File: config.mk
export PLATFORM = sky130hd
export DESIGN_NAME = mem_access_ctrl
export DESIGN_NICKNAME = d
export VERILOG_FILES = /design/src/rtl/mem_access_ctrl.sv
export SDC_FILE = /design/constraint.sdc
export NUM_CORES = 1
export LEC_CHECK = 0
export ABC_AREA = 0
export BUFFER_PORTS_ARGS = -buffer_cell sky130_fd_sc_hd__buf_4
export CORE_ASPECT_RATIO = 1.5
export CORE_UTILIZATION = 42
export DETAILED_ROUTE_END_ITERATION = 7
export GPL_TIMING_DRIVEN = 0
export PLACE_DENSITY = 0.76
export SYNTH_ARGS = -nofsm -noshare
export SYNTH_HDL_FRONTEND = slang
export SYNTH_SLANG_ARGS = --single-unit
File: constraint.sdc
create_clock -name clk -period 1.59 [get_ports clk]
set_clock_uncertainty 0.15 [all_clocks]
set_input_delay 0.0795 -clock clk [delete_from_list [all_inputs] [get_ports clk]]
set_output_delay 0.0795 -clock clk [all_outputs]
set_load 0.005 [all_outputs]
File: src/rtl/mem_access_ctrl.sv
// Memory-stage controller: issues one load/store at a time to a multi-cycle data
// memory, stalls the pipeline until it completes, and traps on halt or error.
module mem_access_ctrl #(
  parameter int MAX_WAIT = 8
) (
  input  logic        clk,
  input  logic        rst,
  input  logic [15:0] Addr,
  input  logic [15:0] WriteData,
  input  logic        MemRead,
  input  logic        MemWrite,
  input  logic        Halt,
  input  logic        MemDone,
  input  logic [15:0] MemRdData,
  output logic        MemEn,
  output logic        MemWr,
  output logic [15:0] MemAddr,
  output logic [15:0] MemWrData,
  output logic [15:0] ReadData,
  output logic        Stall,
  output logic        Halted,
  output logic        Err
);

  typedef enum logic [1:0] {S_IDLE, S_ACCESS, S_DONE, S_TRAP} state_t;

  localparam logic [3:0] LAST_WAIT = 4'(MAX_WAIT - 1);

  state_t      state_q, state_d;
  logic [3:0]  cnt_q, cnt_d;
  logic        wr_q, wr_d;
  logic [15:0] addr_q, addr_d;
  logic [15:0] wdata_q, wdata_d;
  logic [15:0] rdata_q, rdata_d;
  logic        halted_q, halted_d;
  logic        err_q, err_d;

  logic req, bad_req, valid_req;

  always_comb begin
    req       = MemRead | MemWrite;
    bad_req   = (MemRead & MemWrite) | (req & Addr[0]);
    valid_req = req & ~bad_req & ~Halt;

    state_d  = state_q;
    cnt_d    = cnt_q;
    wr_d     = wr_q;
    addr_d   = addr_q;
    wdata_d  = wdata_q;
    rdata_d  = rdata_q;
    halted_d = halted_q;
    err_d    = err_q;

    case (state_q)
      S_IDLE: begin
        if (Halt) begin
          state_d  = S_TRAP;
          halted_d = 1'b1;
        end else if (bad_req) begin
          state_d  = S_TRAP;
          halted_d = 1'b1;
          err_d    = 1'b1;
        end else if (req) begin
          state_d = S_ACCESS;
          cnt_d   = '0;
          wr_d    = MemWrite;
          addr_d  = Addr;
          wdata_d = WriteData;
        end
      end
      S_ACCESS: begin
        if (MemDone) begin
          if (!wr_q) rdata_d = MemRdData;
          state_d = S_DONE;
        end else if (cnt_q == LAST_WAIT) begin
          state_d  = S_TRAP;
          halted_d = 1'b1;
          err_d    = 1'b1;
        end else begin
          cnt_d = cnt_q + 4'd1;
        end
      end
      // DONE always returns to IDLE so the still-present request is not re-issued
      S_DONE:  state_d = S_IDLE;
      default: state_d = S_TRAP;
    endcase
  end

  always_ff @(posedge clk) begin
    if (rst) begin
      state_q  <= S_IDLE;
      cnt_q    <= '0;
      wr_q     <= 1'b0;
      addr_q   <= '0;
      wdata_q  <= '0;
      rdata_q  <= '0;
      halted_q <= 1'b0;
      err_q    <= 1'b0;
    end else begin
      state_q  <= state_d;
      cnt_q    <= cnt_d;
      wr_q     <= wr_d;
      addr_q   <= addr_d;
      wdata_q  <= wdata_d;
      rdata_q  <= rdata_d;
      halted_q <= halted_d;
      err_q    <= err_d;
    end
  end

  always_comb begin
    MemEn     = (state_q == S_ACCESS);
    MemWr     = (state_q == S_ACCESS) & wr_q;
    MemAddr   = addr_q;
    MemWrData = wdata_q;
    ReadData  = rdata_q;
    Halted    = halted_q;
    Err       = err_q;
    Stall     = ((state_q == S_IDLE) & valid_req) | (state_q == S_ACCESS);
  end

endmodule
==> results of run 1 <==
through the flow:
step                instance area (um^2)  worst slack (ns)  power, mW  cells  hold slack (ns)
floorplan                           2360            0.0316       1.86    284           0.0655
global route                        4270            -0.248       4.09    542           0.0628
detailed placement                  3240            -0.108       2.15    460            0.189
finish                              4270            -0.203       3.94    542           0.0535
CTS                                 4130            -0.291       3.81    534          0.00578
global placement                    3240           -0.0794       2.14    460            0.179
logic make-up after synthesis:
| logic type | after synthesis | share of synthesized area |
|---|---|---|
| compound gates | 101 | 0.228 |
| simple gates | 87 | 0.189 |
| flops | 57 | 0.484 |
| buf+inv | 33 | 0.0711 |
| xor+xnor | 2 | 0.0106 |
| mux | 2 | 0.00849 |
| fa+ha+maj | 2 | 0.00955 |
final cells by class:
cell class | instances | share of cell area
inverter | 8 | 0.00703
buffer | 21 | 0.0381
tap | 70 | 0.0205
sequential | 57 | 0.268
multi-input combinational | 194 | 0.263
timing repair buffer | 176 | 0.351
clock inverter | 1 | 0.00703
clock buffer | 15 | 0.0460
layer usage:
metal  wire length [um]  part of all wire  global-route usage
met1               3330              0.37               0.287
met2               4890              0.54               0.527
met3                478             0.053              0.0498
met4                289             0.032               0.159
met5                  0                 0                   0
power by group:
part / switching [mW] / internal, mW / total, mW
sequential: 0.0419 / 1.50 / 1.54
combinational: 0.408 / 0.498 / 0.906
clock: 0.553 / 0.940 / 1.49
total: 1.00 / 2.94 / 3.94
what timing repair did:
item | CTS | global route
setup endpoints to repair | 48 | 57
hold endpoints to repair | 56 | 0
hold buffers | 52 | 0
buffers inserted | 6 | 9
pin swaps | 10 | 10
resized for setup | 30 | 11
gates cloned | 1 | 2
sequential cells by signal (all words and copies together), names as in the netlist:
signal / count
MemAddr: 16
MemWrData: 16
ReadData: 16
cnt_q: 4
state_q: 2
Err: 1
Halted: 1
wr_q: 1
worst register-to-register path, stage by stage, from the launching register on:
cell     delay (ns)
dfxtp_2        0.32
or4_4          0.54
buf_8          0.14
buf_4          0.14
buf_6          0.12
o21ai_1        0.13
a21oi_1        0.08
path summary, 6_finish.rpt:
kind / to / slack [ns] / cells after the start
min: wr_q / 0.05 / 4
min reg2reg: MemAddr[0] / 0.30 / 2
max reg2reg: MemAddr[3] / -0.16 / 6
max: Stall / -0.20 / 4
cells in the final DEF (no fill, tap or decap), types with 3 or more instances in the layout:
master / Yosys / final
o21ai_2: 0 / 5
clkbuf_8: 0 / 14
nor2_1: 3 / 3
clkbuf_1: 11 / 10
o32ai_1: 3 / 3
nand3_1: 34 / 34
a21oi_2: 0 / 3
a31oi_1: 3 / 3
a21oi_1: 50 / 47
inv_1: 8 / 8
buf_8: 0 / 5
buf_6: 3 / 6
nand2_1: 33 / 33
nand2b_1: 3 / 3
dlygate4sd3_1: 0 / 52
buf_2: 7 / 4
o22ai_2: 0 / 3
o21ai_0: 6 / 5
buf_4: 3 / 119
o21ai_1: 31 / 27
dfxtp_1: 57 / 55
==> impl_metrics.yaml, run 1 <==
status:
  status: "complete, but fails checks"
  violations: "setup timing"
global_routing:
  grt_pass1_wl_um: 12900
  first_global_vias: 2806
  antenna_found_initial: 0
  grt_max_degree: 17
  overflow: 0
  grt_util_all_layers: 0.281
yosys:
  async_reset_ff_frac: 0
  synth_area_leaders: "dfxtp_1 48%, a21oi_1 11%, nand3_1 7.2%, o21ai_1 6.6%, nand2_1 5.3%"
  yosys_warnings: 0
  synthFlopType: "dfxtp_1"
  synth-edff-count: 0
  synth_area_per_cell_um2: 8.30
  yosysSeqAreaShare: 0.484
  synth_cell_types: 37
  synthTopCellsByCount: "57 x dfxtp_1, 50 x a21oi_1, 34 x nand3_1"
  synthMostInstantiatedCell: "dfxtp_1"
  yosysTopAreaCell: "dfxtp_1"
  synth_seq_cells: 57
  syn_nets: 339
  synth.top_cell.area_share: 0.484
  syn_inst: 284
  syn_area_um2: 2360
clock_network:
  cts_root_buf: "clkbuf_8"
  clk_latency_ns: 0.32
  clock-sinks: 57
  cts.path.max_buffers: 2
  path_clk_slew_ns: 0.06
  cts_tree: "yes"
  cts.htree.levels: 3
  cts_inserted_buffers: 9
setup_path:
  required_ns: 1.36
  cp-startpoint: "state_q[1]"
  critPathCaptureType: "output port"
  crit_chain: "or4_4 > buf_8 > o22ai_2 > buf_4"
  r2r_start: "state_q[1]"
  cp_slowest_cell: "or4_4"
  slowest_delay_ns: 0.54
  crit_family: "simple AND/OR/NAND/NOR gates"
  critPathKind: "flip-flop to output port"
  worstPathArrival_ns: 1.56
  crit_buf_inv: 2
  cp_max_fo: 2
  cp-start-kind: "flip-flop"
final_layout:
  antenna_cells: 0
  drive_gt1_frac: 0.364
  utilization: 0.784
  multiInputGateArea_um2: 1120
  fillCellCount: 357
  area_delta_synth_final_pct: 81.2
  sequential_cell_area_um2: 1140
  nets: 522
sta:
  period_share: 1.13
  setup_viol: 46
  fin_crit_ns: 1.79
  worstMarginPinSlew_ns: 0.571
  hold_viol: 0
  finalSetupTns_ns: -4.35
  relSlewSlack: 0.620
  rsz0062_at_grt: "true"
  drv_slew: 0
  setup_ws_ns: -0.203
  fmax_mhz: 558
die:
  rows: 33
  fp.coreArea_um2: 5450
  fp.dieH_um: 93.8
  start_util: 0.433
  dieArea_um2: 5930
  io-pin-count: 107
  die_w_um: 63.2
detailed_routing:
  drc: 0
  routed_wl_um: 8990
  via_per_inst: 5.42
  ant_nets: 0
  vias: 2939
  dr.pass1.iters: 5
  first_iter_violations: 118
  routedWlPerCell_um: 16.6
placed_design:
  port_buffers: 106
  hpwlAfterDp_um: 4780
  gp_congestion: 0.782
run:
  maxCapViolCount: 0
power_and_ir_drop:
  ir_drop_uv: 831
  leakage_nw: 1.80
  powerDensity_nw_per_um2: 922
hold_path:
  holdCritStartpoint: "MemRead"
  hold_path.class: "input port to flip-flop"
(Power assumes the default switching activity.)
==> run 2, diff against run 1 <==
Settings changed: CORE_MARGIN set to 3, SETUP_SLACK_MARGIN set to 0.02.
==> run 2 against run 1 <==
The flow still finishes with violations (setup timing); critical path depth did not move; total power fell by 2.7%; final cell count shrank 1.7%; clock power hardly changed; via count down 4.9%; critical endpoint unchanged; largest power group unchanged.
==> impl_metrics.yaml, run 2 (same netlist as run 1, synthesis figures left out) <==
detailed_routing:
  vias: 2795
  dr.pass1.iters: 4
  via_per_inst: 5.24
  ant_nets: 0
  first_iter_violations: 118
  drc: 0
  routed_wl_um: 8230
  routedWlPerCell_um: 15.4
die:
  rows: 32
  die_w_um: 67.2
  fp.dieH_um: 97.8
  dieArea_um2: 6570
  fp.coreArea_um2: 5290
  start_util: 0.446
  io-pin-count: 107
sta:
  drv_slew: 0
  rsz0062_at_grt: "true"
  relSlewSlack: 0.643
  setup_viol: 34
  setup_ws_ns: -0.185
  worstMarginPinSlew_ns: 0.535
  fmax_mhz: 563
  fin_crit_ns: 1.78
  hold_viol: 0
  period_share: 1.12
clock_network:
  cts.path.max_buffers: 2
  cts_inserted_buffers: 9
  path_clk_slew_ns: 0.06
  cts_tree: "yes"
  cts.htree.levels: 3
  clk_latency_ns: 0.32
  cts_root_buf: "clkbuf_8"
  clock-sinks: 57
placed_design:
  port_buffers: 106
  place_area_um2: 3240
  hpwlAfterDp_um: 4920
  placed_cells: 458
  dp_slack_ns: -0.119
  gp_congestion: 0.772
power_and_ir_drop:
  pwr-share-clk: 0.380
  powerDensity_nw_per_um2: 921
  ir_drop_uv: 575
  seq_power_share: 0.402
  swShare: 0.263
  pwr-share-comb: 0.218
  leakage_nw: 1.74
  cellInternalPower_mw: 2.82
  netSwitchingPower_mw: 1.01
  power_mw: 3.83
global_routing:
  grt_util_all_layers: 0.251
  first_global_vias: 2861
  overflow: 0
  antenna_found_initial: 0
  grt_pass1_wl_um: 12800
  grt_max_degree: 11
run:
  maxCapViolCount: 0
setup_path:
  critPathCaptureType: "output port"
  slowest_delay_ns: 0.51
  required_ns: 1.36
  crit_chain: "or4_4 > buf_8 > o22ai_4 > buf_6"
  cp_slowest_cell: "or4_4"
  critPathKind: "flip-flop to output port"
  cp-start-kind: "flip-flop"
  cp_max_fo: 4
  worstPathArrival_ns: 1.55
final_layout:
  final_cell_area_um2: 4160
  final_cell_mix: "113 x buf_4, 55 x dfxtp_1, 52 x dlygate4sd3_1"
  layout_commonest_cell: "buf_4"
  area_delta_synth_final_pct: 76.4
  final_cells: 533
  antenna_cells: 0
  drive_gt1_frac: 0.351
  nets: 515
hold_path:
  hold_path.class: "input port to flip-flop"
status:
  status: "complete, but fails checks"
  violations: "setup timing"
-- run 2: changes by cell type in the layout (fill, tap and decap cells not counted), moves of 3 or more --
cell | before | now
o22ai_2 | 3 | 0
clkbuf_8 | 14 | 9
clkinv_2 | 0 | 3
o21ai_1 | 27 | 30
buf_8 | 5 | 2
buf_4 | 119 | 113
-- run 2: layout make-up --
cell class / count / area, um^2
clock inverter: 6 / 82.6
fill: 332 / 1120
inverter: 8 / 30.0
tap: 68 / 85.1
clock buffer: 10 / 128
multi-input combinational: 194 / 1120
sequential: 57 / 1140
buffer: 22 / 155
timing repair buffer: 168 / 1420
-- run 2: power groups by stage --
stage / combinational [mW] / sequential (mW) / clock (mW)
2_1_floorplan: 0.295 / 1.56 / 0
3_3_place_gp: 0.579 / 1.56 / 0
3_5_place_dp: 0.586 / 1.56 / 0
4_1_cts: 0.761 / 1.53 / 1.47
5_1_grt: 0.898 / 1.55 / 1.55
6_report: 0.835 / 1.54 / 1.46
-- run 2: timing repair --
action | in CTS | in global routing
resized for setup | 24 | 14
setup buffers | 4 | 3
hold buffers | 52 | 0
hold endpoints to repair | 56 | 0
endpoints found under the setup margin | 49 | 51
pin swaps | 4 | 6
cloned | 1 | 2
-- run 2: path summary, 6_finish.rpt --
kind                   start          end  slack, ns  cells past startpoint
setup / recovery  state_q[1]        Stall      -0.19                      4
hold / removal       MemRead   MemAddr[7]       0.04                      4
setup reg to reg  state_q[1]  MemAddr[11]      -0.12                      5
hold reg to reg   MemAddr[0]   MemAddr[0]       0.30                      2
-- run 2: critical path, delay by kind of cell, from the launching register on --
kind / cells / cell delay (ns)
flops: 1 / 0.34
simple gates: 1 / 0.51
compound gates: 1 / 0.10
buf+inv: 2 / 0.26
-- run 2: through the flow --
step | setup TNS (ns) | hold slack [ns] | util
2_1_floorplan | 0 | 0.0655 | -
3_3_place_gp | -1.85 | 0.181 | 0.613
3_5_place_dp | -2.85 | 0.189 | 0.613
4_1_cts | -4.98 | -0.0655 | 0.772
5_1_grt | -4.93 | 0.0570 | 0.787
6_report | -2.92 | 0.0386 | 0.787
-- run 2: layer usage --
metal / part of all wire / track usage
met5: 0 / 0
met4: 0.032 / 0.113
met3: 0.068 / 0.0656
met2: 0.53 / 0.443
met1: 0.37 / 0.269
